`config.mk`:
```
export PLATFORM = sky130hd
export DESIGN_NAME = nibble_serial_adder_ctrl_flat
export DESIGN_NICKNAME = d
export VERILOG_FILES = /design/src/rtl/nibble_adder_pkg.sv /design/src/rtl/nibble_serial_adder_ctrl_if.sv /design/src/rtl/fourbit_adder.sv /design/src/rtl/nibble_serial_adder_ctrl.sv /design/src/flat_wrapper.sv
export SDC_FILE = /design/constraint.sdc
export NUM_CORES = 1
export LEC_CHECK = 0
export ABC_AREA = 1
export BUFFER_PORTS_ARGS = -buffer_cell sky130_fd_sc_hd__buf_2
export CELL_PAD_IN_SITES_DETAIL_PLACEMENT = 1
export CELL_PAD_IN_SITES_GLOBAL_PLACEMENT = 2
export CORE_MARGIN = 3
export CORE_UTILIZATION = 35
export CTS_CLUSTER_SIZE = 14
export DETAILED_ROUTE_END_ITERATION = 10
export GPL_TIMING_DRIVEN = 0
export PLACE_DENSITY_LB_ADDON = 0.1
export SLEW_MARGIN = 20
export SYNTH_ARGS = -nofsm -noshare
export SYNTH_HDL_FRONTEND = slang
export SYNTH_HIERARCHICAL = 1
export SYNTH_SLANG_ARGS = --single-unit
```
`constraint.sdc`:
```
create_clock -name clk -period 6.85 [get_ports clk]
set_clock_uncertainty 0.05 [all_clocks]
set_input_delay 0 -clock clk [delete_from_list [all_inputs] [get_ports clk]]
set_output_delay 0 -clock clk [all_outputs]
set_load 0.01 [all_outputs]
```
`src/rtl/nibble_adder_pkg.sv`:
```
// Shared constants and state type for the nibble-serial add/subtract sequencer.
package nibble_adder_pkg;

    localparam int unsigned NIBBLE_W = 4;
    // Wide enough to count up to 16 nibbles.
    localparam int unsigned IDX_W    = 4;

    typedef enum logic [1:0] {
        ST_IDLE = 2'd0,
        ST_RUN  = 2'd1,
        ST_DONE = 2'd2
    } state_e;

endpackage

```
`src/rtl/nibble_serial_adder_ctrl_if.sv`:
```
// Host-side start/busy/done handshake and operand/result bus for the serial adder.
interface nibble_serial_adder_ctrl_if
    import nibble_adder_pkg::*;
#(
    parameter int unsigned NIBBLES = 4
);
    localparam int unsigned W = NIBBLE_W * NIBBLES;

    logic         start;
    logic         sub;
    logic [W-1:0] a;
    logic [W-1:0] b;
    logic         busy;
    logic         done;
    logic [W-1:0] sum;
    logic         carry;
    logic         overflow;

    modport master (
        output start, sub, a, b,
        input  busy, done, sum, carry, overflow
    );

    modport slave (
        input  start, sub, a, b,
        output busy, done, sum, carry, overflow
    );

endinterface

```
`src/rtl/fourbit_adder.sv`:
```
// 4-bit ripple adder slice shared by the serial sequencer.
module fourbit_adder (
    input  logic [3:0] a,
    input  logic [3:0] b,
    input  logic       cin,
    output logic [3:0] sum,
    output logic       cout
);

    assign {cout, sum} = {1'b0, a} + {1'b0, b} + {4'b0000, cin};

endmodule

```
`src/rtl/nibble_serial_adder_ctrl.sv`:
```
// Adds or subtracts two 4*NIBBLES-bit operands one nibble per clock, LSB first,
// through a single shared fourbit_adder slice.
module nibble_serial_adder_ctrl
    import nibble_adder_pkg::*;
#(
    parameter int unsigned NIBBLES = 4
) (
    input  logic                       clk,
    input  logic                       rst_n,
    nibble_serial_adder_ctrl_if.slave  bus
);

    localparam int unsigned        W    = NIBBLE_W * NIBBLES;
    localparam logic [IDX_W-1:0]   LAST = IDX_W'(NIBBLES - 1);

    state_e               state_q, state_d;
    logic [W-1:0]         a_q, a_d;
    logic [W-1:0]         b_q, b_d;
    logic                 sub_q, sub_d;
    logic [IDX_W-1:0]     idx_q, idx_d;
    logic                 cy_q, cy_d;
    logic [W-1:0]         sum_q, sum_d;
    logic                 carry_q, carry_d;
    logic                 ovf_q, ovf_d;

    logic [NIBBLE_W-1:0]  slice_a, slice_b, slice_sum;
    logic                 slice_cout;

    // Select the active nibble; the b side is inverted for subtraction (a + ~b + 1).
    always_comb begin
        slice_a = '0;
        slice_b = '0;
        for (int i = 0; i < NIBBLES; i++) begin
            if (idx_q == IDX_W'(i)) begin
                slice_a = a_q[i*NIBBLE_W +: NIBBLE_W];
                slice_b = b_q[i*NIBBLE_W +: NIBBLE_W] ^ {NIBBLE_W{sub_q}};
            end
        end
    end

    fourbit_adder u_slice (
        .a    (slice_a),
        .b    (slice_b),
        .cin  (cy_q),
        .sum  (slice_sum),
        .cout (slice_cout)
    );

    always_comb begin
        state_d = state_q;
        a_d     = a_q;
        b_d     = b_q;
        sub_d   = sub_q;
        idx_d   = idx_q;
        cy_d    = cy_q;
        sum_d   = sum_q;
        carry_d = carry_q;
        ovf_d   = ovf_q;

        unique case (state_q)
            ST_RUN: begin
                for (int i = 0; i < NIBBLES; i++) begin
                    if (idx_q == IDX_W'(i)) sum_d[i*NIBBLE_W +: NIBBLE_W] = slice_sum;
                end
                cy_d  = slice_cout;
                idx_d = idx_q + 1'b1;
                if (idx_q == LAST) begin
                    carry_d = slice_cout;
                    ovf_d   = (a_q[W-1] == (b_q[W-1] ^ sub_q)) &&
                              (slice_sum[NIBBLE_W-1] != a_q[W-1]);
                    idx_d   = '0;
                    state_d = ST_DONE;
                end
            end
            ST_IDLE, ST_DONE: begin
                if (bus.start) begin
                    a_d     = bus.a;
                    b_d     = bus.b;
                    sub_d   = bus.sub;
                    idx_d   = '0;
                    cy_d    = bus.sub;
                    sum_d   = '0;
                    carry_d = 1'b0;
                    ovf_d   = 1'b0;
                    state_d = ST_RUN;
                end else begin
                    state_d = ST_IDLE;
                end
            end
            default: state_d = ST_IDLE;
        endcase
    end

    always_ff @(posedge clk or negedge rst_n) begin
        if (!rst_n) begin
            state_q <= ST_IDLE;
            a_q     <= '0;
            b_q     <= '0;
            sub_q   <= 1'b0;
            idx_q   <= '0;
            cy_q    <= 1'b0;
            sum_q   <= '0;
            carry_q <= 1'b0;
            ovf_q   <= 1'b0;
        end else begin
            state_q <= state_d;
            a_q     <= a_d;
            b_q     <= b_d;
            sub_q   <= sub_d;
            idx_q   <= idx_d;
            cy_q    <= cy_d;
            sum_q   <= sum_d;
            carry_q <= carry_d;
            ovf_q   <= ovf_d;
        end
    end

    assign bus.busy     = (state_q == ST_RUN);
    assign bus.done     = (state_q == ST_DONE);
    assign bus.sum      = sum_q;
    assign bus.carry    = carry_q;
    assign bus.overflow = ovf_q;

endmodule

```
`src/flat_wrapper.sv`:
```
// flat-port wrapper written by rule: the top's interface ports become plain ports
module nibble_serial_adder_ctrl_flat import nibble_adder_pkg::*;
#(
    parameter int unsigned NIBBLES = 4
)
  (clk, rst_n, bus_start, bus_sub, bus_a, bus_b, bus_busy, bus_done, bus_sum, bus_carry, bus_overflow);
  nibble_serial_adder_ctrl_if #(.NIBBLES(NIBBLES)) bus_i ();
  input  logic clk;
  input  logic rst_n;
  input wire logic [$bits(bus_i.start)-1:0] bus_start;
  input wire logic [$bits(bus_i.sub)-1:0] bus_sub;
  input wire logic [$bits(bus_i.a)-1:0] bus_a;
  input wire logic [$bits(bus_i.b)-1:0] bus_b;
  output wire logic [$bits(bus_i.busy)-1:0] bus_busy;
  output wire logic [$bits(bus_i.done)-1:0] bus_done;
  output wire logic [$bits(bus_i.sum)-1:0] bus_sum;
  output wire logic [$bits(bus_i.carry)-1:0] bus_carry;
  output wire logic [$bits(bus_i.overflow)-1:0] bus_overflow;
  assign bus_i.start = bus_start;
  assign bus_i.sub = bus_sub;
  assign bus_i.a = bus_a;
  assign bus_i.b = bus_b;
  assign bus_busy = bus_i.busy;
  assign bus_done = bus_i.done;
  assign bus_sum = bus_i.sum;
  assign bus_carry = bus_i.carry;
  assign bus_overflow = bus_i.overflow;
  nibble_serial_adder_ctrl #(.NIBBLES(NIBBLES)) u_core (.clk(clk), .rst_n(rst_n), .bus(bus_i));
endmodule
```
==> results of run 1 <==
## path summary, 6_finish.rpt
path / endpoint / slack, ns
worst min register to register: u_core/a_q[10]$_DFFE_PN0P_ / 0.43
max in group asynchronous: u_core/a_q[13]$_DFFE_PN0P_ / 6.04
min in group asynchronous: u_core/b_q[4]$_DFFE_PN0P_ / 0.21
worst min-delay path: u_core/cy_q$_DFFE_PN0P_ / 0.07
worst max-delay path: u_core/bus.carry$_DFFE_PN0P_ / 3.93
worst max register to register: u_core/bus.carry$_DFFE_PN0P_ / 3.93
## cell type report
cell class / count / area [sq um]
inverters: 30 / 122.6
flip-flops and latches: 58 / 1451
plain buffers: 10 / 72.57
clock buffers: 9 / 123.9
fillers: 1020 / 4293
clock inverters: 7 / 101.3
repair buffers: 89 / 618.1
well taps: 105 / 131.4
multi-input cells: 266 / 1385
## through the flow
step                hold slack, ns  setup WS (ns)
floorplan                  -0.3456          4.347
global placement            0.1448          3.972
detailed placement         0.07614          3.915
CTS                        0.05134          3.897
global route               0.07807          3.578
finish                     0.07396          3.931
## layer usage
layer / wire (um) / track usage [%] / vias up
li1: - / - / 1346
met1: 3709 / 23.86 / 1237
met2: 3702 / 27.79 / 46
met3: 303 / 3.539 / 9
met4: 133 / 6.933 / 0
met5: 0 / 0 / -
## power by group through the flow
stage / registers (W) / logic (W) / clock network [W]
floorplan: 0.000600 / 0.000847 / 0
global placement: 0.000601 / 0.00114 / 0
detailed placement: 0.000605 / 0.00117 / 0
CTS: 0.000600 / 0.00119 / 0.000374
global route: 0.000620 / 0.00135 / 0.000393
finish: 0.000598 / 0.00117 / 0.000362
## registers in the layout (all words and copies together), names as in the netlist
| name | count |
|---|---|
| u_core/a_q | 16 |
| u_core/b_q | 16 |
| u_core/bus.carry | 1 |
| u_core/bus.overflow | 1 |
| u_core/bus.sum | 16 |
| u_core/cy_q | 1 |
| u_core/idx_q | 4 |
| u_core/state_q | 2 |
| u_core/sub_q | 1 |
## timing repair
item / 4_1_cts / 5_1_grt
endpoints found under the setup margin: 0 / 0
hold buffers: 34 / 0
setup buffers: 0 / 0
hold endpoints to repair: 92 / 0
## cells in the final DEF (no fill, tap or decap), drive strengths merged
| cell type | instances |
|---|---|
| clkinv | 1 |
| inv | 32 |
| ha | 7 |
| a31oi | 1 |
| nand2 | 169 |
| o21ai | 35 |
| bufinv | 2 |
| buf | 65 |
| clkbuf | 9 |
| dlygate4sd3 | 34 |
| a22oi | 1 |
| fa | 2 |
| nor2 | 10 |
| or2 | 1 |
| a21o | 1 |
| o22ai | 2 |
| xor2 | 9 |
| a21oi | 8 |
| o211ai | 1 |
| nand3 | 14 |
| clkinvlp | 2 |
| xnor2 | 5 |
| dfrtp | 58 |
## worst max-delay path, stage by stage (launching register included)
cell	delay [ns]
dfrtp_1	0.42
inv_1	0.11
ha_1	0.15
inv_1	0.07
nor2_4	0.30
nand2_1	0.08
o21ai_0	0.11
nand2_1	0.08
a21oi_1	0.23
fa_1	0.28
inv_1	0.07
fa_1	0.41
o21ai_1	0.17
o21ai_0	0.13
a22oi_1	0.19
## cells by family (layout without fill, tap and decap cells)
logic type	after synthesis	after routing	synth area share (%)
AOI/OAI and AO/OA	49	49	9.699
xor gates and xnor gates	14	14	4.045
adders and majority gates	9	9	4.210
buffers and inverters	40	145	6.438
DFF	58	58	47.87
and+or+nand+nor	194	194	27.73
==> summary.txt, run 1 <==
Status
  • Run status: finished clean

Worst hold path
  • Min-Delay Startpoint: bus_start
  • Worst Hold Class: in2reg
  • Min-Delay Path Depth: 4

Route
  • DR WL/cell: 13.67 um
  • Total number of vias: 2638
  • Final ANT Viol Nets: 0
  • DRT Pass-1 Iters: 4
  • Drc violations: 0
  • Initial DRC Count: 91
  • Routed WL: 7849 um
  • Vias/cell: 4.596

Clock network
  • Clock Path Buffers: 2
  • Reg clk slew, reported paths: 0.07 ns
  • Number of buffers created by CTS: 9
  • Post-CTS Resized: 0
  • Total clock sinks: 58
  • Root Driver: clkbuf_8
  • CTS tree: yes
  • Clk_lat worst skew: 0.34 ns
  • H-tree Lvls: 3

Synthesis
  • Synth top area cells: dfrtp_1 (48%), nand2_1 (20%), o21ai_0 (3.3%), inv_1 (3.0%), ha_1 (2.9%)
  • Synth top cells by count: nand2_1 (164), dfrtp_1 (58), inv_1 (24), o21ai_0 (20), nand3_1 (14)
  • Synth async-reset ratio: 100.0%
  • Post-Syn Instances: 364
  • Post-synth EDFFs: 0
  • Post-synthesis register bit count: 58
  • Top-area cell type share of the netlist area: 47.87%
  • Synth cell types: 32
  • Share of the yosys chip area belonging to registers: 47.87%
  • Synthesis Warnings: 6
  • Syn avg cell area: 8.329 sq um
  • Most common cell in the netlist: nand2_1
  • Syn_nets: 409
  • Area of the mapped netlist: 3032 sq um
  • Largest area contributor in the netlist: dfrtp_1
  • Primary FF master, synth: dfrtp_1

Pwr
  • Worst ir drop on vdd: 0.1489 mV
  • LEAKAGE: 2.091 nW
  • Sequential share of power: 28.1%
  • Internal: 0.001136 W
  • Clk pwr share: 17.0%
  • Power Dens Cells: 530.8 nW/um^2
  • Comb pwr share: 54.9%
  • Sw power: 0.0009910 W
  • Total Power: 0.002127 W
  • Sw frac: 46.60%

Setup path
  • Reg2Reg Launch Point: u_core/idx_q[1]$_DFFE_PN0P_
  • Crit end category: register
  • Crit path launch: u_core/idx_q[1]$_DFFE_PN0P_
  • Critical path class: reg2reg
  • Worst Path Arrival: 3.12 ns
  • CP Launch Type: register
  • Critical Path RT: 7.05 ns
  • Crit path max fanout: 9
  • Cell count of the worst reg-to-reg path: 14

Timing
  • Max transition margin: 50.39%
  • Final setup viols: 0
  • Worst slew pin tran: 0.7441 ns
  • Final worst path period share: 42.61%
  • RSZ-0062 raised after global routing: false
  • Min Tclk post-route: 2.919 ns
  • Setup TNS: 0 ns
  • Fmax: 342.6 MHz
  • Fin. Hold Viols: 0
  • Slew Viols, Final: 0

GRT
  • Vias in the first global route: 2748
  • Global route total overflow: 0
  • First-pass GRT wire length: 13650 um
  • Initial antenna violation count: 0
  • Largest net degree at the start of global routing: 59
  • GRT Overall Usage: 17.65%

Die
  • Core area: 8299 sq um
  • # rows: 33
  • Initial Util: 36.53%
  • Die X: 99.07 um
  • Die area: 9815 sq um
  • # IOs: 56
  • DIE HEIGHT: 99.07 um

Placed design
  • GP Congestion: 0.7887
  • Post-placement cell count: 524
  • Placed Instance Area: 3441 sq um
  • DP Wirelength: 5484 um
  • Port Buffers: 55

Layout
  • Area growth syn-to-layout: 32.15%
  • Final core occ: 48.27%
  • Fin cells: 574
  • Final #Nets: 509
  • Final design area excluding fillers: 4006 sq um
  • Antenna Cells: 0
  • Share of cells above drive strength 1: 21.11%

Job
  • Max-cap violations: 0
Power figures use the tool's default switching activity.
==> inputs of run 2 (changes only) <==
--- a/config.mk
+++ b/config.mk
@@ -10,7 +10,7 @@
 export CELL_PAD_IN_SITES_DETAIL_PLACEMENT = 1
 export CELL_PAD_IN_SITES_GLOBAL_PLACEMENT = 2
 export CORE_MARGIN = 3
-export CORE_UTILIZATION = 35
+export CORE_UTILIZATION = 29
 export CTS_CLUSTER_SIZE = 14
 export DETAILED_ROUTE_END_ITERATION = 10
 export GPL_TIMING_DRIVEN = 0
==> constraint.sdc (replaced) <==
create_clock -name clk -period 2.47 [get_ports clk]
set_clock_uncertainty 0.05 [all_clocks]
set_input_delay 0 -clock clk [delete_from_list [all_inputs] [get_ports clk]]
set_output_delay 0 -clock clk [all_outputs]
set_load 0.01 [all_outputs]
==> run 2 against run 1 <==
Compared with the run above:
- the run now ends with setup timing left
- routed wire length rose by 8.3%
- global-route usage fell by 1.7 points
- non-clock buffer count rose by 12
- cell area rose by 9.0%
- critical path depth rose by 4
- register-to-register slack got worse by 3.9 ns
- hold slack got worse by 0.0075 ns
- worst setup slack got worse by 3.9 ns
- maximum frequency rose by 18%
- count of clock-buffer cells in the layout did not move
- critical endpoint is now u_core/bus.overflow$_DFFE_PN0P_
- largest cell class is now multi-input combinational cells
- highest routed layer unchanged
==> summary.txt, run 2 (synthesis gave the netlist of run 1 again) <==
Status
  • Run status: finished with violations
  • Failing checks: setup timing

Timing
  • Slew Viols, Final: 0
  • WHS: 0.06642 ns
  • Final setup viols: 2
  • Setup ws final: -0.006956 ns
  • Fmax: 403.7 MHz
  • Worst slew pin tran: 0.7450 ns
  • Fin. Hold Viols: 0
  • RSZ-0062 raised after global routing: true
  • Final worst path period share: 100.3%
  • Max transition margin: 50.34%
  • Min Tclk post-route: 2.477 ns

Route
  • Total number of vias: 2777
  • Final ANT Viol Nets: 0
  • DR WL/cell: 13.85 um
  • Vias/cell: 4.523
  • Initial DRC Count: 73
  • DRT Pass-1 Iters: 4
  • Routed WL: 8503 um
  • Drc violations: 0

Clock network
  • Reg clk slew, reported paths: 0.07 ns
  • Total clock sinks: 58
  • H-tree Lvls: 3
  • Clk_lat worst skew: 0.35 ns
  • Root Driver: clkbuf_8
  • CTS tree: yes
  • Clock Path Buffers: 2
  • Number of buffers created by CTS: 9

Die
  • Die X: 108.2 um
  • # IOs: 56
  • Die area: 11720 sq um
  • Core area: 9955 sq um
  • DIE HEIGHT: 108.2 um
  • Initial Util: 30.46%
  • # rows: 36

Pwr
  • Sw power: 0.003173 W
  • Power Dens Cells: 1583 nW/um^2
  • Comb pwr share: 59.3%
  • Worst ir drop on vdd: 0.5580 mV
  • Sw frac: 45.88%
  • Sequential share of power: 24.6%
  • Clk pwr share: 16.0%
  • LEAKAGE: 2.203 nW
  • Internal: 0.003743 W

GRT
  • Vias in the first global route: 2853
  • First-pass GRT wire length: 14200 um
  • Initial antenna violation count: 0
  • Largest net degree at the start of global routing: 59
  • Global route total overflow: 0
  • GRT Overall Usage: 15.91%

Setup path
  • Crit-path max cell delay: 0.47 ns
  • Critical path's slowest cell: dfrtp_2
  • CP Launch Type: register
  • CP top delay family: simple AND/OR/NAND/NOR gates
  • Crit path launch: u_core/idx_q[0]$_DFFE_PN0P_
  • Critical Path RT: 2.65 ns
  • Worst Path Arrival: 2.66 ns
  • Reg2Reg Launch Point: u_core/idx_q[0]$_DFFE_PN0P_
  • Critical path depth in cells: 18
  • Most common cell on crit path: nand2_2
  • WP buf/inv: 4
  • Crit path max fanout: 8
  • Critical path class: reg2reg
  • Crit end category: register
  • Cell count of the worst reg-to-reg path: 18
  • Critical Path, Cell by Cell: inv_4 > ha_4 > nand2_2 > buf_6 > o21ai_2 > inv_1 > nand2_2 > nand2_2 > fa_2 > buf_4 > nand3_1 > nand3_1 > nand2_2 > nor2_1 > nand2_1 > o21ai_2 > nand2_1 > nand2_1

Layout
  • Share of cells above drive strength 1: 31.81%
  • Multi-input gate area: 1549 sq um
  • Area growth syn-to-layout: 44.08%
  • Most common cell after layout, fill and taps aside: nand2_1
  • Final #Nets: 521
  • # fillers: 1196
  • Most frequent cells in the layout: nand2_1 (154), buf_2 (57), dfrtp_1 (55)
  • Antenna Cells: 0
  • Seq. cell area: 1455 sq um

Placed design
  • Pre-CTS setup slack: -0.4943 ns
  • GP Congestion: 0.7502
  • DP Wirelength: 5875 um
  • Port Buffers: 55

Job
  • Max-cap violations: 0

Worst hold path
  • Min-Delay Path Depth: 4
  • Min-Delay Startpoint: bus_start
  • Worst Hold Class: in2reg
==> run 2: power groups by stage <==
stage	Combinational, W	Clock (W)	Sequential (W)
floorplan	0.00236	0	0.00167
global placement	0.00320	0	0.00168
detailed placement	0.00327	0	0.00169
CTS	0.00405	0.00115	0.00171
global route	0.00463	0.00119	0.00177
finish	0.00410	0.00111	0.00170
==> run 2: layout make-up <==
cell class	count	share of cell area, %
tap	133	3.810
buffer	10	1.891
sequential	58	33.31
clock inverter	7	2.865
multi-input combinational	266	35.46
timing repair buffer	101	16.67
clock buffer	9	2.836
inverter	30	3.151
==> run 2: timing repair <==
item                                    CTS  global route
resized for setup                        57             9
hold buffers                             34             0
endpoints found under the setup margin   15            15
hold endpoints to repair                 92             0
pin swaps                                21             8
setup buffers                            12             0
==> run 2: per-stage QoR <==
step | power, W | utilization, % | cell area [sq um] | TNS [ns] | cells
after floorplan | 0.004029 | - | 3039 | 0 | 364
after global placement | 0.004883 | 34.97 | 3481 | -4.512 | 552
after detailed placement | 0.004961 | 34.99 | 3483 | -5.040 | 552
after CTS | 0.006905 | 43.65 | 4345 | 0 | 614
after global routing | 0.007591 | 43.88 | 4368 | -1.469 | 614
final | 0.006916 | 43.88 | 4368 | -0.009033 | 614
==> run 2: final timing paths <==
path,to,slack (ns)
min in group asynchronous,u_core/sub_q$_DFFE_PN0P_,0.21
max reg2reg,u_core/bus.overflow$_DFFE_PN0P_,-0.007
min,u_core/cy_q$_DFFE_PN0P_,0.07
max,u_core/bus.overflow$_DFFE_PN0P_,-0.007
max in group asynchronous,u_core/idx_q[1]$_DFFE_PN0P_,1.63
min reg2reg,u_core/bus.sum[9]$_DFFE_PN0P_,0.43
==> run 2: worst register-to-register path: stages (launching register included) <==
cell and delay [ns]:
dfrtp_2 0.47, inv_4 0.11, ha_4 0.13, nand2_2 0.05
buf_6 0.14, o21ai_2 0.10, inv_1 0.06, nand2_2 0.06
nand2_2 0.07, fa_2 0.41, buf_4 0.15, nand3_1 0.06
nand3_1 0.09, nand2_2 0.11, nor2_1 0.06, nand2_1 0.08
o21ai_2 0.07, nand2_1 0.08, nand2_1 0.05
==> run 2: routing by layer <==
metal / track usage, % / routed length [um]
met2: 26.42 / 4160
met5: 0 / 0
met4: 6.853 / 160
met1: 20.49 / 3918
met3: 2.567 / 264
